$ cat config.mk
export PLATFORM = sky130hd
export DESIGN_NAME = btn_debounce_poly_eval
export DESIGN_NICKNAME = d
export VERILOG_FILES = /design/src/rtl/btn_debounce_poly_eval.sv
export SDC_FILE = /design/constraint.sdc
export NUM_CORES = 2
export LEC_CHECK = 0
export ABC_AREA = 1
export ABC_CLOCK_PERIOD_IN_PS = 16100
export BUFFER_PORTS_ARGS = -buffer_cell sky130_fd_sc_hd__buf_4
export CORE_ASPECT_RATIO = 1.1
export CORE_MARGIN = 1.5
export CORE_UTILIZATION = 65
export DETAILED_ROUTE_END_ITERATION = 10
export HOLD_SLACK_MARGIN = 0.06
export PLACE_DENSITY = 0.83
export SETUP_SLACK_MARGIN = 0.02
export SYNTH_ARGS = -nofsm -noshare
export SYNTH_HDL_FRONTEND = slang
export SYNTH_SLANG_ARGS = --single-unit
$ cat constraint.sdc
create_clock -name clk -period 16.1 [get_ports clk]
set_input_delay 0.805 -clock clk [delete_from_list [all_inputs] [get_ports clk]]
set_output_delay 0.805 -clock clk [all_outputs]
set_load 0.05 [all_outputs]
$ cat src/rtl/btn_debounce_poly_eval.sv
// Push-button debouncer producing a one-cycle press pulse, plus three parallel
// combinational cubic polynomial evaluators (unsigned, modulo 2^WIDTH).
module btn_debounce_poly_eval #(
    parameter int unsigned WIDTH           = 16,
    parameter int unsigned DEBOUNCE_CYCLES = 1000000
) (
    input  logic             clk,
    input  logic             rst,
    input  logic             btn,
    input  logic [WIDTH-1:0] a_0,
    input  logic [WIDTH-1:0] a_1,
    input  logic [WIDTH-1:0] a_2,
    input  logic [WIDTH-1:0] a_3,
    input  logic [WIDTH-1:0] x_1,
    input  logic [WIDTH-1:0] x_2,
    input  logic [WIDTH-1:0] x_3,
    output logic             enable,
    output logic [WIDTH-1:0] value_1,
    output logic [WIDTH-1:0] value_2,
    output logic [WIDTH-1:0] value_3
);

    // Counter only has to reach DEBOUNCE_CYCLES-1.
    localparam int unsigned    CntW   = $clog2(DEBOUNCE_CYCLES);
    localparam logic [CntW-1:0] CntMax = CntW'(DEBOUNCE_CYCLES - 1);

    logic            sync_0_q, sync_0_d;
    logic            sync_1_q, sync_1_d;
    logic [CntW-1:0] cnt_q, cnt_d;
    logic            level_q, level_d;
    logic            enable_q, enable_d;

    // Next state: two-flop synchronizer, stability counter, rising-edge pulse.
    always_comb begin
        sync_0_d = btn;
        sync_1_d = sync_0_q;
        cnt_d    = '0;
        level_d  = level_q;
        enable_d = 1'b0;
        if (sync_1_q != level_q) begin
            if (cnt_q == CntMax) begin
                // Stable for long enough: accept the new level.
                level_d  = sync_1_q;
                enable_d = sync_1_q;
            end else begin
                cnt_d = cnt_q + 1'b1;
            end
        end
    end

    // State registers with asynchronous active-high reset.
    always_ff @(posedge clk or posedge rst) begin
        if (rst) begin
            sync_0_q <= 1'b0;
            sync_1_q <= 1'b0;
            cnt_q    <= '0;
            level_q  <= 1'b0;
            enable_q <= 1'b0;
        end else begin
            sync_0_q <= sync_0_d;
            sync_1_q <= sync_1_d;
            cnt_q    <= cnt_d;
            level_q  <= level_d;
            enable_q <= enable_d;
        end
    end

    assign enable = enable_q;

    // Horner form; truncating each intermediate to WIDTH is exact mod 2^WIDTH.
    function automatic logic [WIDTH-1:0] horner(
        input logic [WIDTH-1:0] c0,
        input logic [WIDTH-1:0] c1,
        input logic [WIDTH-1:0] c2,
        input logic [WIDTH-1:0] c3,
        input logic [WIDTH-1:0] x
    );
        logic [WIDTH-1:0] acc;
        acc = c3;
        acc = acc * x + c2;
        acc = acc * x + c1;
        acc = acc * x + c0;
        return acc;
    endfunction

    // Three independent evaluators sharing the coefficients.
    always_comb begin
        value_1 = horner(a_0, a_1, a_2, a_3, x_1);
        value_2 = horner(a_0, a_1, a_2, a_3, x_2);
        value_3 = horner(a_0, a_1, a_2, a_3, x_3);
    end

endmodule

# After elaboration in Yosys (flattened, before gate mapping)
# Cells that the tools add are included.
op_classes:
  addsub: 10
  n_mul: 9
  div_mod_pow: 0
  order_cmp: 0
  n_eq_ne: 2
  n_shift: 0
  muxes: 4
  bitwise_logic: 0
  n_reduce_logical: 1
ops:
  columns: ["op", "n"]
  rows:
  - ["16-bit adder", 9]
  - ["16-bit by 16-bit multiplier with 16-bit output", 9]
  - ["20-bit 2-to-1 mux", 2]
  - ["20-bit by 1-bit adder with 20-bit output, second input constant", 1]
  - ["20-bit == test, second input constant", 1]
  - ["1-bit 2-to-1 mux", 2]
  - ["2-bit AND reduction", 1]
  - ["1-bit != test", 1]
totals:
  register_bits: 24
  latchBits: 0
  ramBits: 0
  rom_bits: 0
  out_inout_bits: 49
  elab_cells: 31
  n_memories: 0

# Longest topological paths before layout
logic_depth:
  depth_word: 6
  mapped_depth: 71

# Worst setup path after synthesis
# OpenSTA, ideal clock, no wires.
synth_path:
  kind: "in2out"
  from: "input x_3[1]"
  to: "output value_3[15]"
  arrival_ns: 14.367
  path_slack_ns: 0.928
  cell_stages: 61
  n_path_buf: 2
  path_cell_list: "clkbuf_1 buf_1 nand2_1 fa_1 fa_1 inv_1 ha_1 inv_1 fa_1 fa_1 fa_1 inv_1 ha_1 inv_1 o21ai_0 nor2_1 nand2_1 xor2_1 [... 25 more ...] fa_1 inv_1 ha_1 nand2_1 nor2_1 nand3_1 o2111ai_1 xor2_1 inv_1 nand2_1 nand2_1 nand2_1 nand2_1 nand2_1 nand2_1 nand2_1 inv_1 nor2_1"
synth_via:
  elab_chain_len: 6
synth_lines:
  columns: ["item", "line", "text"]
  rows:
  - ["start, declared", "16", "input logic [WIDTH-1:0] x_3,"]
  - ["16-bit by 16-bit multiplier with 16-bit output", "80", "acc = acc * x + c2;"]
  - ["16-bit adder", "80", null]
  - ["16-bit by 16-bit multiplier with 16-bit output", "81", "acc = acc * x + c1;"]
  - ["16-bit adder", "81", null]
  - ["16-bit by 16-bit multiplier with 16-bit output (*)", "82", "acc = acc * x + c0;"]
  - ["16-bit adder (*)", "82", null]
  - ["end, declared", "20", "output logic [WIDTH-1:0] value_3"]
# Every way passes the cells marked *; elsewhere a longest branch is shown, timed or not.

# Worst setup path after layout
# Ends and elaborated chain as after synthesis.

==> out/qor.csv <==
metric,value,unit
Critical Path AT,14550,ps
Placer Congestion,0.9758,
Row Count,97,
routed length per instance,17.35,um
reg2reg start,cnt_q[2],
DIE HEIGHT,269.9,um
"commonest non-fill, non-tap cells in the layout","1,862 x inv_1, 1,491 x nand2_1, 846 x fa_1",
Avg Vias per Cell,5.361,
Setup CP Type,input port to output pin,
CTS Hold Bufs,0,
final critical-path share of the clock period,95.38,%
largest net degree at the start of global routing,43,
Clock Path Buffers,2,
Pins Over Slew Limit,0,
Syn Inst Count,5812,
Antenna Nets Post-Route,0,
layout cells sized above 1,3.832,%
area grow syn2layout,4.662,%
Worst Max-Slew Pin Slew,930.8,ps
Crit path largest cell delay,560,ps
total number of vias,35720,
Hold Path End,sync_1_q,
Hold Slack,392.4,ps
crit path max fanout,21,
core footprint,0.06384,sq mm
WL final,115.6,mm
DRT Pass-1 Iters,6,
CP top delay family,adder cells,
Total GRT Usage,36.18,%
layout net count,7250,
CP max-delay cell,fa_1,
Reg-to-Reg End,cnt_q[19],
Syn Area/Cell,7.240,sq um
"commonest non-fill, non-tap cell in the layout",inv_1,
die width,245.6,um
Iter 0 DRT Violations,2852,
die area,0.06628,sq mm
Final TNS setup,0,ps
Mapped Area,0.04208,sq mm
htree depth,1,
shortest period the worst path allows,15360,ps
clock skew,5.219,ps
Reg2Reg Depth,11,
GRT Residual Overflow,0,
clock sinks,24,
hold path start,sync_0_q,
Worst-path clk slew,60,ps
yosys warns,0,
clk_lat worst skew,260,ps
clock buffer count from CTS,3,
clk root buf,clkbuf_16,
number of antenna violations at the first check in global routing,5,
Yosys reg bits,24,
Final HPWL DP,96.59,mm
Post-Syn Nets,7242,
fmax,65.12,MHz
first-pass GRT wire length,188.2,mm
Worst Path Required,15290,ps
sequential share of the synthesized area,1.427,%
RSZ-0062 raised after global routing,false,
reg2reg setup slack,13540,ps
Initial Util,65.92,%
vias in the first global route,37390,
# IOs,164,
number of port buffers,163,
buffer and inverter count on the worst path,19,
status,completed,
Rel. slew slack,37.88,%
number of max-cap violations,0,
drt drc,0,
CP endpoint kind,output pin,
WHS Path Cells,0,
CP Launch Type,input port,
number of setup violations in the final report,0,
Yosys cell types,38,
Final Hold Violating Endpoints,0,
HP Class,register to register,
TritonCTS clock tree,done,
==> routing by layer <==
layer  track usage [%]  vias up  routed length, um
met5                 0        -                 26
li1                  -    16370                  -
met2             58.58     1784              52480
met4             22.15        4               8760
met3             6.568      428              12160
met1             44.94    17140              42160
==> worst reg2reg max path, stage by stage, from the launching register on <==
cell and delay (ps):
dfrtp_1 390, nand3_1 120, nor3b_1 310, nand3_1 180
nor3_1 350, nand4_1 180, nor2_1 200, nand3_1 140
nor2_1 180, nand2_1 100, nor3b_1 220, nor3_1 70
==> worst max path at each step <==
stage	startpoint	end	slack, ps	cells after the start
global placement	a_3[2]	value_3[15]	850	61
floorplan	x_3[1]	value_3[15]	930	61
detailed placement	a_3[3]	value_1[15]	560	64
finish	x_3[1]	value_3[15]	740	66
CTS	a_3[3]	value_1[15]	530	64
global route	x_3[1]	value_3[15]	10	64
==> through the flow <==
step	worst slack [ps]	area, sq um	util [%]	instances
6_report	743.4	44040	68.99	6663
5_1_grt	9.562	44040	68.98	6661
3_5_place_dp	560.5	43820	68.64	6655
3_3_place_gp	847.7	43820	68.64	6655
4_1_cts	526.0	43920	68.81	6659
2_1_floorplan	927.6	42080	-	5812
==> layout make-up <==
class | count | area, sq um
fillers | 5271 | 19800
repair buffers | 185 | 1449
flip-flops and latches | 24 | 600.6
inverters | 1870 | 7019
clock buffers | 3 | 75.07
well taps | 841 | 1052
clock inverters | 1 | 30.03
diodes | 3 | 7.507
multi-input cells | 3736 | 33810
==> synth_stat cells <==
library cell / number / area share [%]
a211oi_1: 3 / 0.054
a21boi_0: 1 / 0.018
a21o_1: 4 / 0.071
a21oi_1: 94 / 1.1
a221oi_1: 1 / 0.021
a31oi_1: 1 / 0.015
and2_1: 4 / 0.059
buf_1: 30 / 0.27
buf_2: 10 / 0.12
clkbuf_1: 142 / 1.3
clkinv_1: 7 / 0.062
dfrtp_1: 24 / 1.4
fa_1: 846 / 40
ha_1: 469 / 14
inv_1: 1862 / 17
inv_2: 1 / 0.0089
nand2_1: 1491 / 13
nand2_2: 1 / 0.015
nand3_1: 161 / 1.9
nand3b_1: 27 / 0.48
nand4_1: 28 / 0.42
nor2_1: 279 / 2.5
nor2_2: 1 / 0.015
nor3_1: 18 / 0.21
nor3b_1: 3 / 0.054
nor4_1: 1 / 0.015
o2111ai_1: 4 / 0.083
o21a_1: 4 / 0.071
o21ai_0: 46 / 0.55
o21bai_1: 10 / 0.18
o221ai_1: 1 / 0.021
o311ai_0: 1 / 0.021
or2_1: 3 / 0.045
or2_2: 21 / 0.31
xnor2_1: 94 / 2.0
xnor3_1: 1 / 0.054
xor2_1: 116 / 2.4
xor2_2: 2 / 0.077
==> registers in the layout, summed over array words and instances, names as in the netlist <==
| register | flops |
|---|---|
| enable | 1 |
| level_q | 1 |
| sync_0_q | 1 |
| cnt_q | 20 |
| sync_1_q | 1 |
==> what timing repair did <==
| action | 4_1_cts | 5_1_grt |
|---|---|---|
| buffers inserted | 0 | 1 |
| endpoints found under the setup margin | 0 | 2 |
| resized for setup | 0 | 25 |
==> cell families after synthesis <==
group	Yosys count	synth area share [%]
buffers and inverters	2052	18.33
and+or+nand+nor	2038	19.33
adders and majority gates	1315	54.19
xor gates and xnor gates	213	4.502
AOI/OAI and AO/OA	170	2.218
DFF	24	1.427
Power is left out: the tool's default activity adds up to more than one toggle a clock period on the data nets, which glitch-free logic cannot reach.
